<file path="src/rtl/multicycle_control.sv">
// Moore FSM sequencing a shared-memory multicycle MIPS datapath: decodes OpCode
// into per-cycle selects/enables, with MEM_WAIT extra cycles per memory access state.
module multicycle_control #(
  parameter int unsigned MEM_WAIT = 0
) (
  input  logic       clk,
  input  logic       reset,
  input  logic [5:0] OpCode,
  input  logic       Zero,
  output logic       IorD,
  output logic       MemRead,
  output logic       MemWrite,
  output logic       IRWrite,
  output logic       RegDst,
  output logic       MemToReg,
  output logic       RegWrite,
  output logic       ALUSrcA,
  output logic [1:0] ALUSrcB,
  output logic [1:0] ALUOp,
  output logic [1:0] PCSrc,
  output logic       PCEn,
  output logic       IllegalOp,
  output logic [3:0] State
);

  typedef enum logic [3:0] {
    S_FETCH  = 4'd0,
    S_DECODE = 4'd1,
    S_MEMADR = 4'd2,
    S_MEMRD  = 4'd3,
    S_MEMWB  = 4'd4,
    S_MEMWR  = 4'd5,
    S_EXEC   = 4'd6,
    S_ALUWB  = 4'd7,
    S_BRANCH = 4'd8,
    S_ADDIEX = 4'd9,
    S_ADDIWB = 4'd10,
    S_JUMP   = 4'd11
  } state_t;

  localparam logic [5:0] OP_RTYPE = 6'b000000;
  localparam logic [5:0] OP_J     = 6'b000010;
  localparam logic [5:0] OP_BEQ   = 6'b000100;
  localparam logic [5:0] OP_BNE   = 6'b000101;
  localparam logic [5:0] OP_ADDI  = 6'b001000;
  localparam logic [5:0] OP_LW    = 6'b100011;
  localparam logic [5:0] OP_SW    = 6'b101011;
  localparam logic [3:0] LP_WAIT  = MEM_WAIT[3:0];

  state_t     r_state;
  state_t     w_next;
  logic [3:0] r_cnt;
  logic       w_in_mem;
  logic       w_mem_done;
  logic       w_mem_rd;
  logic       w_mem_wr;
  logic       w_ir_write;
  logic       w_reg_write;
  logic       w_pc_write;
  logic       w_branch;
  logic       w_bne;
  logic       w_illegal;

  assign w_in_mem   = (r_state == S_FETCH) || (r_state == S_MEMRD) || (r_state == S_MEMWR);
  assign w_mem_done = (r_cnt == LP_WAIT);

  // Counter leaves every memory state at zero, so each entry starts a fresh wait.
  always_ff @(posedge clk) begin
    if (reset) begin
      r_state <= S_FETCH;
      r_cnt   <= 4'd0;
    end else begin
      r_state <= w_next;
      r_cnt   <= (w_in_mem && !w_mem_done) ? r_cnt + 4'd1 : 4'd0;
    end
  end

  always_comb begin
    w_next      = S_FETCH;
    IorD        = 1'b0;
    w_mem_rd    = 1'b0;
    w_mem_wr    = 1'b0;
    w_ir_write  = 1'b0;
    RegDst      = 1'b0;
    MemToReg    = 1'b0;
    w_reg_write = 1'b0;
    ALUSrcA     = 1'b0;
    ALUSrcB     = 2'b00;
    ALUOp       = 2'b00;
    PCSrc       = 2'b00;
    w_pc_write  = 1'b0;
    w_branch    = 1'b0;
    w_bne       = 1'b0;
    w_illegal   = 1'b0;
    case (r_state)
      S_FETCH: begin
        w_mem_rd = 1'b1;
        ALUSrcB  = 2'b01;
        if (w_mem_done) begin
          w_ir_write = 1'b1;
          w_pc_write = 1'b1;
          w_next     = S_DECODE;
        end else begin
          w_next = S_FETCH;
        end
      end
      S_DECODE: begin
        ALUSrcB = 2'b11;
        case (OpCode)
          OP_LW, OP_SW:   w_next = S_MEMADR;
          OP_RTYPE:       w_next = S_EXEC;
          OP_BEQ, OP_BNE: w_next = S_BRANCH;
          OP_ADDI:        w_next = S_ADDIEX;
          OP_J:           w_next = S_JUMP;
          default: begin
            w_illegal = 1'b1;
            w_next    = S_FETCH;
          end
        endcase
      end
      S_MEMADR: begin
        ALUSrcA = 1'b1;
        ALUSrcB = 2'b10;
        if (OpCode == OP_LW)      w_next = S_MEMRD;
        else if (OpCode == OP_SW) w_next = S_MEMWR;
        else                      w_next = S_FETCH;
      end
      S_MEMRD: begin
        IorD     = 1'b1;
        w_mem_rd = 1'b1;
        w_next   = w_mem_done ? S_MEMWB : S_MEMRD;
      end
      S_MEMWB: begin
        MemToReg    = 1'b1;
        w_reg_write = 1'b1;
      end
      S_MEMWR: begin
        IorD     = 1'b1;
        w_mem_wr = 1'b1;
        w_next   = w_mem_done ? S_FETCH : S_MEMWR;
      end
      S_EXEC: begin
        ALUSrcA = 1'b1;
        ALUOp   = 2'b10;
        w_next  = S_ALUWB;
      end
      S_ALUWB: begin
        RegDst      = 1'b1;
        w_reg_write = 1'b1;
      end
      S_BRANCH: begin
        ALUSrcA  = 1'b1;
        ALUOp    = 2'b01;
        PCSrc    = 2'b01;
        w_branch = (OpCode == OP_BEQ);
        w_bne    = (OpCode == OP_BNE);
      end
      S_ADDIEX: begin
        ALUSrcA = 1'b1;
        ALUSrcB = 2'b10;
        w_next  = S_ADDIWB;
      end
      S_ADDIWB: w_reg_write = 1'b1;
      S_JUMP: begin
        PCSrc      = 2'b10;
        w_pc_write = 1'b1;
      end
      default: w_next = S_FETCH;
    endcase
  end

  // Side-effecting strobes are masked while reset is held so an abandoned access never commits.
  assign MemRead   = w_mem_rd & ~reset;
  assign MemWrite  = w_mem_wr & ~reset;
  assign IRWrite   = w_ir_write & ~reset;
  assign RegWrite  = w_reg_write & ~reset;
  assign IllegalOp = w_illegal & ~reset;
  assign PCEn      = (w_pc_write | (w_branch & Zero) | (w_bne & ~Zero)) & ~reset;
  assign State     = r_state;

endmodule

</file>
<file path="config.mk">
export PLATFORM = sky130hd
export DESIGN_NAME = multicycle_control
export DESIGN_NICKNAME = d
export VERILOG_FILES = /design/src/rtl/multicycle_control.sv
export SDC_FILE = /design/constraint.sdc
export NUM_CORES = 1
export LEC_CHECK = 0
export ABC_AREA = 1
export CAP_MARGIN = 20
export CELL_PAD_IN_SITES_DETAIL_PLACEMENT = 1
export CELL_PAD_IN_SITES_GLOBAL_PLACEMENT = 1
export CORE_MARGIN = 1
export CORE_UTILIZATION = 28
export CTS_CLUSTER_DIAMETER = 100
export CTS_CLUSTER_SIZE = 10
export DETAILED_ROUTE_END_ITERATION = 12
export PLACE_DENSITY_LB_ADDON = 0.1
export REMOVE_ABC_BUFFERS = 1
export SLEW_MARGIN = 20
export SYNTH_ARGS = -nofsm -noshare
export SYNTH_HDL_FRONTEND = slang
export SYNTH_SLANG_ARGS = --single-unit
</file>
<file path="constraint.sdc">
create_clock -name clk -period 1.9 [get_ports clk]
set_clock_uncertainty 0.2 [all_clocks]
set_input_delay 0.38 -clock clk [delete_from_list [all_inputs] [get_ports clk]]
set_output_delay 0.38 -clock clk [all_outputs]
set_load 0.02 [all_outputs]
</file>
After elaboration in Yosys (flattened, before gate mapping):

Cells that the tools add are included.

* register bits: 8
* input bits: 9
* bits in writable memories: 0
* output and inout bits: 20
* memories: 0
* word-level logic and storage cells: 73
* memory bits (read-only): 0
* bits in latches: 0

* muxes and demuxes: 24
* bitwise operators: 13
* shift-type cells: 0
* magnitude comparators: 0
* reduce and logical (&&, ||, !) cells: 16
* equality and inequality tests: 17
* multipliers: 0
* divide/modulo/power cells: 0
* $add $sub $neg: 1

Operators by type and width (number)
* case mux 4 bit (7 select lines): 1
* case mux 4 bit (5 select lines): 1
* equality test 4 x 3 -> 1 bit (second input constant): 4
* equality test 4 bit (second input constant): 4
* 2-to-1 mux 1 bit: 14
* equality test 6 x 3 -> 1 bit (second input constant): 2
* equality test 6 bit (second input constant): 2
* 2-to-1 mux 3 bit: 4
* OR reduction 2 bit: 6
* bitwise AND 1 bit: 8
* equality test 4 x 2 -> 1 bit (second input constant): 2
* logical NOT 4 bit: 2
* case mux 2 bit (2 select lines): 2
* OR reduction 7 bit: 1
* equality test 6 x 2 -> 1 bit (second input constant): 1
* equality test 6 x 4 -> 1 bit (second input constant): 1
* logical NOT 6 bit: 1
* case mux 2 bit (3 select lines): 1
* adder 4 x 1 -> 4 bit (second input constant): 1
* equality test 4 x 1 -> 1 bit (second input constant): 1
* OR reduction 4 bit: 1
* NOT 1 bit: 3
* OR reduction 3 bit: 1
* logical OR 1 bit: 2
* 4 further kinds: 5

Depth between registers and ports, before layout:

* depth after elaboration: 6
* gate-level depth with buffers: 10
* depth with buffers taken out: 10

Worst setup path before layout:

No wires, ideal clock.

* path type: flip-flop to output port
* start: register r_state[1] (netlist: State[1])
* end: output port PCEn
* stages on the path, launching flop included: 5
* path buffers: 0
* path slack: -0.169 ns
* arrival: 1.489 ns
* path through: dfxtp_1 > nand2_2 > nor2_1 > a21oi_1 > a21oi_1

* cells in the longest elaborated chain, start to end: 6
* elaborated cells between the ends (all ways): 11
* classes of those cells: eq/ne (2); mux (3); bitwise (5); reduce/logical (1)

Ends and longest elaborated chain
* start, declared: RTL line 50 `state_t r_state;`
* start signal, assigned: RTL line 73 `r_state <= w_next;`
* equality test 4 bit: RTL line 95 `case (r_state)`
* 2-to-1 mux 1 bit: RTL line 95
* bitwise AND 1 bit: RTL line 178 `assign PCEn = (w_pc_write | (w_branch & Zero) | (w_bne & ~Zero)) & ~reset;`
* bitwise OR 1 bit: RTL line 178
* bitwise OR 1 bit (*): RTL line 178
* bitwise AND 1 bit (*): RTL line 178
* end, declared: RTL line 21 `output logic PCEn,`

Every way passes the cells marked *; elsewhere a longest branch is shown, timed or not.

Worst setup path after layout:

* start: register r_state[1] (netlist: State[1])
* end: output port ALUSrcB[1]

* cells in the longest elaborated chain, start to end: 3
* elaborated cells between the ends (all ways): 6
* classes of those cells: eq/ne (3); mux (1); reduce/logical (2)

Ends and longest elaborated chain
* equality test 4 x 2 -> 1 bit / equality test 4 bit (equally long branches): RTL line 95
* OR reduction 2 bit (no line)
* case mux 2 bit (3 select lines) (*): RTL line 95
* end, declared: RTL line 18 `output logic [1:0] ALUSrcB,`

Marks and branches as above.

==> results.md <==
* Outcome: finished with violations
* Failing checks: negative setup slack
* Initial Util at 0.299
* Max Fclk at 0.522 GHz
* Antenna violations before repair at 0
* Clock power share at 0.256
* Slew @ Worst Pin at 242 ps
* Peak supply drop at 0.457 mV
* Height of the die at roughly 53 µm
* Hold-fix buffers, CTS at 0
* Top FF cell, synth: dfxtp_1
* Final min period at 1920 ps
* Largest net degree at the start of global routing at 8
* Switching portion of total power at 0.341
* Critical path class: register to output pin
* Fraction of registers with async set/reset at 0
* Core area at about 0.0025 mm²
* Internal power at approximately 0.33 mW
* H-tree Lvls at 1
* Number of synthesized register bits at 8
* Worst skew pair latency at 250 ps
* P&R area growth vs syn at 111%
* Switch Pwr at 0.170 mW
* Hold slack at 322 ps
* Area of the mapped netlist at 741 µm²
* RSZ-0062 raised after global routing: true
* Fin. Hold Viols at 0
* YS warnings at 0
* Clock Sinks at 8
* Hold Crit Start: r_cnt[0]
* Inserted Clock Buffers at 3
* Most frequent cells in the layout: buf_4 (57), nor2_1 (20), nand2_1 (17)
* Synth cell types at 22
* Port Buffers at 28
* Pwr/cell area at between 300 and 400 mW/mm²
* GRT Util Overall at 0.268
* CP required at 1320 ps
* Nets at 221
* Post-synth EDFFs at 0
* Total Wirelength at 3800 µm
* Worst R2R Start: State[3]
* Type of origin of the critical path: register
* Final Cycle Share at 1.01
* Pleak at 0.834 nW
* Total I/O pin count at 29
* Sequential share of the synthesized area at 0.216
* Vias in the first global route at between 1000 and 1500
* Root Driver: clkbuf_4
* WL/cell at ~16 µm
* Slew headroom at 0.839
* Cells after Synth at 126
* ANT cells at 0
* Max Cap Viol at 0
* Full die area at 0.00286 mm²
* Vias at around 1200
* Flop2flop setup slack at 40 ps
* Hpwl dp at 2250 µm
* FP Rows at 18
* DR vias/cell at 4.85
* Worst Path Arrival at 1340 ps
* DRT antenna net count at 0
* Hold crit path type: register to register
* Ratio of cells with drive above 1 in the final layout at 0.606
* PnR worst setup slack at -17.0 ps
* Drt pass-1 iters at 4
* CTS tree: built
* Register share of total power at 0.351
* First-pass GRT wire length at 5460 µm
* Commonest non-fill, non-tap cell in the layout: buf_4
* Final setup violation count at 2
* Synth Area per Inst at 5.88 µm²
* # DRC at 0
* RD Place Congestion at 0.776
* R2R depth at 13
* Final Max Tran Viols at 0
* Initial DRC count at 3
* Place WS at -793 ps
* Worst Setup SP: State[1]
* Hold depth at 2
* Max Root-Sink Buffers at 2
* Grt ovf at 0
* Die W at 53.4 µm
* Combinational power share at 0.393
* Crit. End Element: output pin
* Critical-path maximum fanout at 5
* Clk slew on worst S/H paths at 50 ps
## synth_stat cells, types with 2 or more instances
cell type,n,share of area
o21ai_0,2,0.014
a21oi_1,6,0.041
ha_1,2,0.034
nand2_2,3,0.025
nor2_1,33,0.17
dfxtp_1,8,0.22
nor2_4,3,0.046
nor2_2,5,0.042
nand4_1,4,0.034
nand2_4,2,0.030
nand3_1,11,0.074
inv_1,16,0.081
inv_2,3,0.015
nand2_1,20,0.10
## per-stage QoR
step	std cells	util	power (mW)	cell area (µm²)	TNS (ps)
2_1_floorplan	125	-	0.247	733	-193
3_3_place_gp	218	0.530	0.330	1310	-4010
3_5_place_dp	218	0.530	0.334	1310	-4390
4_1_cts	237	0.601	0.475	1490	-101
5_1_grt	238	0.632	0.523	1570	-388
6_report	238	0.632	0.498	1570	-21.6
## routing by layer
| layer | track usage | up-vias | wire length, µm |
|---|---|---|---|
| met1 | 0.276 | 556 | 1480 |
| met3 | 0.0546 | 8 | 108 |
| li1 | - | 564 | - |
| met4 | 0.0307 | 0 | 83 |
| met5 | 0 | - | 0 |
| met2 | 0.550 | 26 | 2120 |
## path summary, 6_finish.rpt
| check | to |
|---|---|
| worst min-delay path | r_cnt[0] |
| worst max register to register | State[0] |
| worst min register to register | r_cnt[0] |
| worst max-delay path | ALUSrcB[1] |
## sequential cells by signal, indices dropped and copies added (netlist names)
signal,cells
State,4
r_cnt,4
## final cells by class
class	count	area, µm²
multi-input combinational	98	646
sequential	8	174
tap	30	37.5
inverter	19	78.8
clock buffer	3	22.5
fill	332	911
timing repair buffer	80	608
## what timing repair did
item | in CTS | in global routing
setup buffers | 16 | 1
gates resized for setup | 102 | 50
pin swaps | 7 | 9
endpoints found under the setup margin | 19 | 20
## logic make-up after synthesis
kind of cell	synth area share
compound gates	0.0743
xor+xnor	0.0237
buf+inv	0.106
simple gates	0.546
flops	0.216
fa+ha+maj	0.0338
## critical path, cell delays in order, from the launching register on
cell     delay [ps]
dfxtp_4         370
inv_4            80
nand2_4          80
nor2_4          120
buf_4           160
nor2_2           50
nand2_1          60
buf_2           170
## power by group through the flow
| stage | clock network (mW) | logic [mW] | registers [mW] |
|---|---|---|---|
| after global routing | 0.140 | 0.208 | 0.175 |
| final | 0.127 | 0.196 | 0.175 |
| after detailed placement | 0 | 0.157 | 0.178 |
| after global placement | 0 | 0.152 | 0.177 |
| after floorplan | 0 | 0.0663 | 0.180 |
| after CTS | 0.131 | 0.169 | 0.175 |
Power figures use the tool's default switching activity.
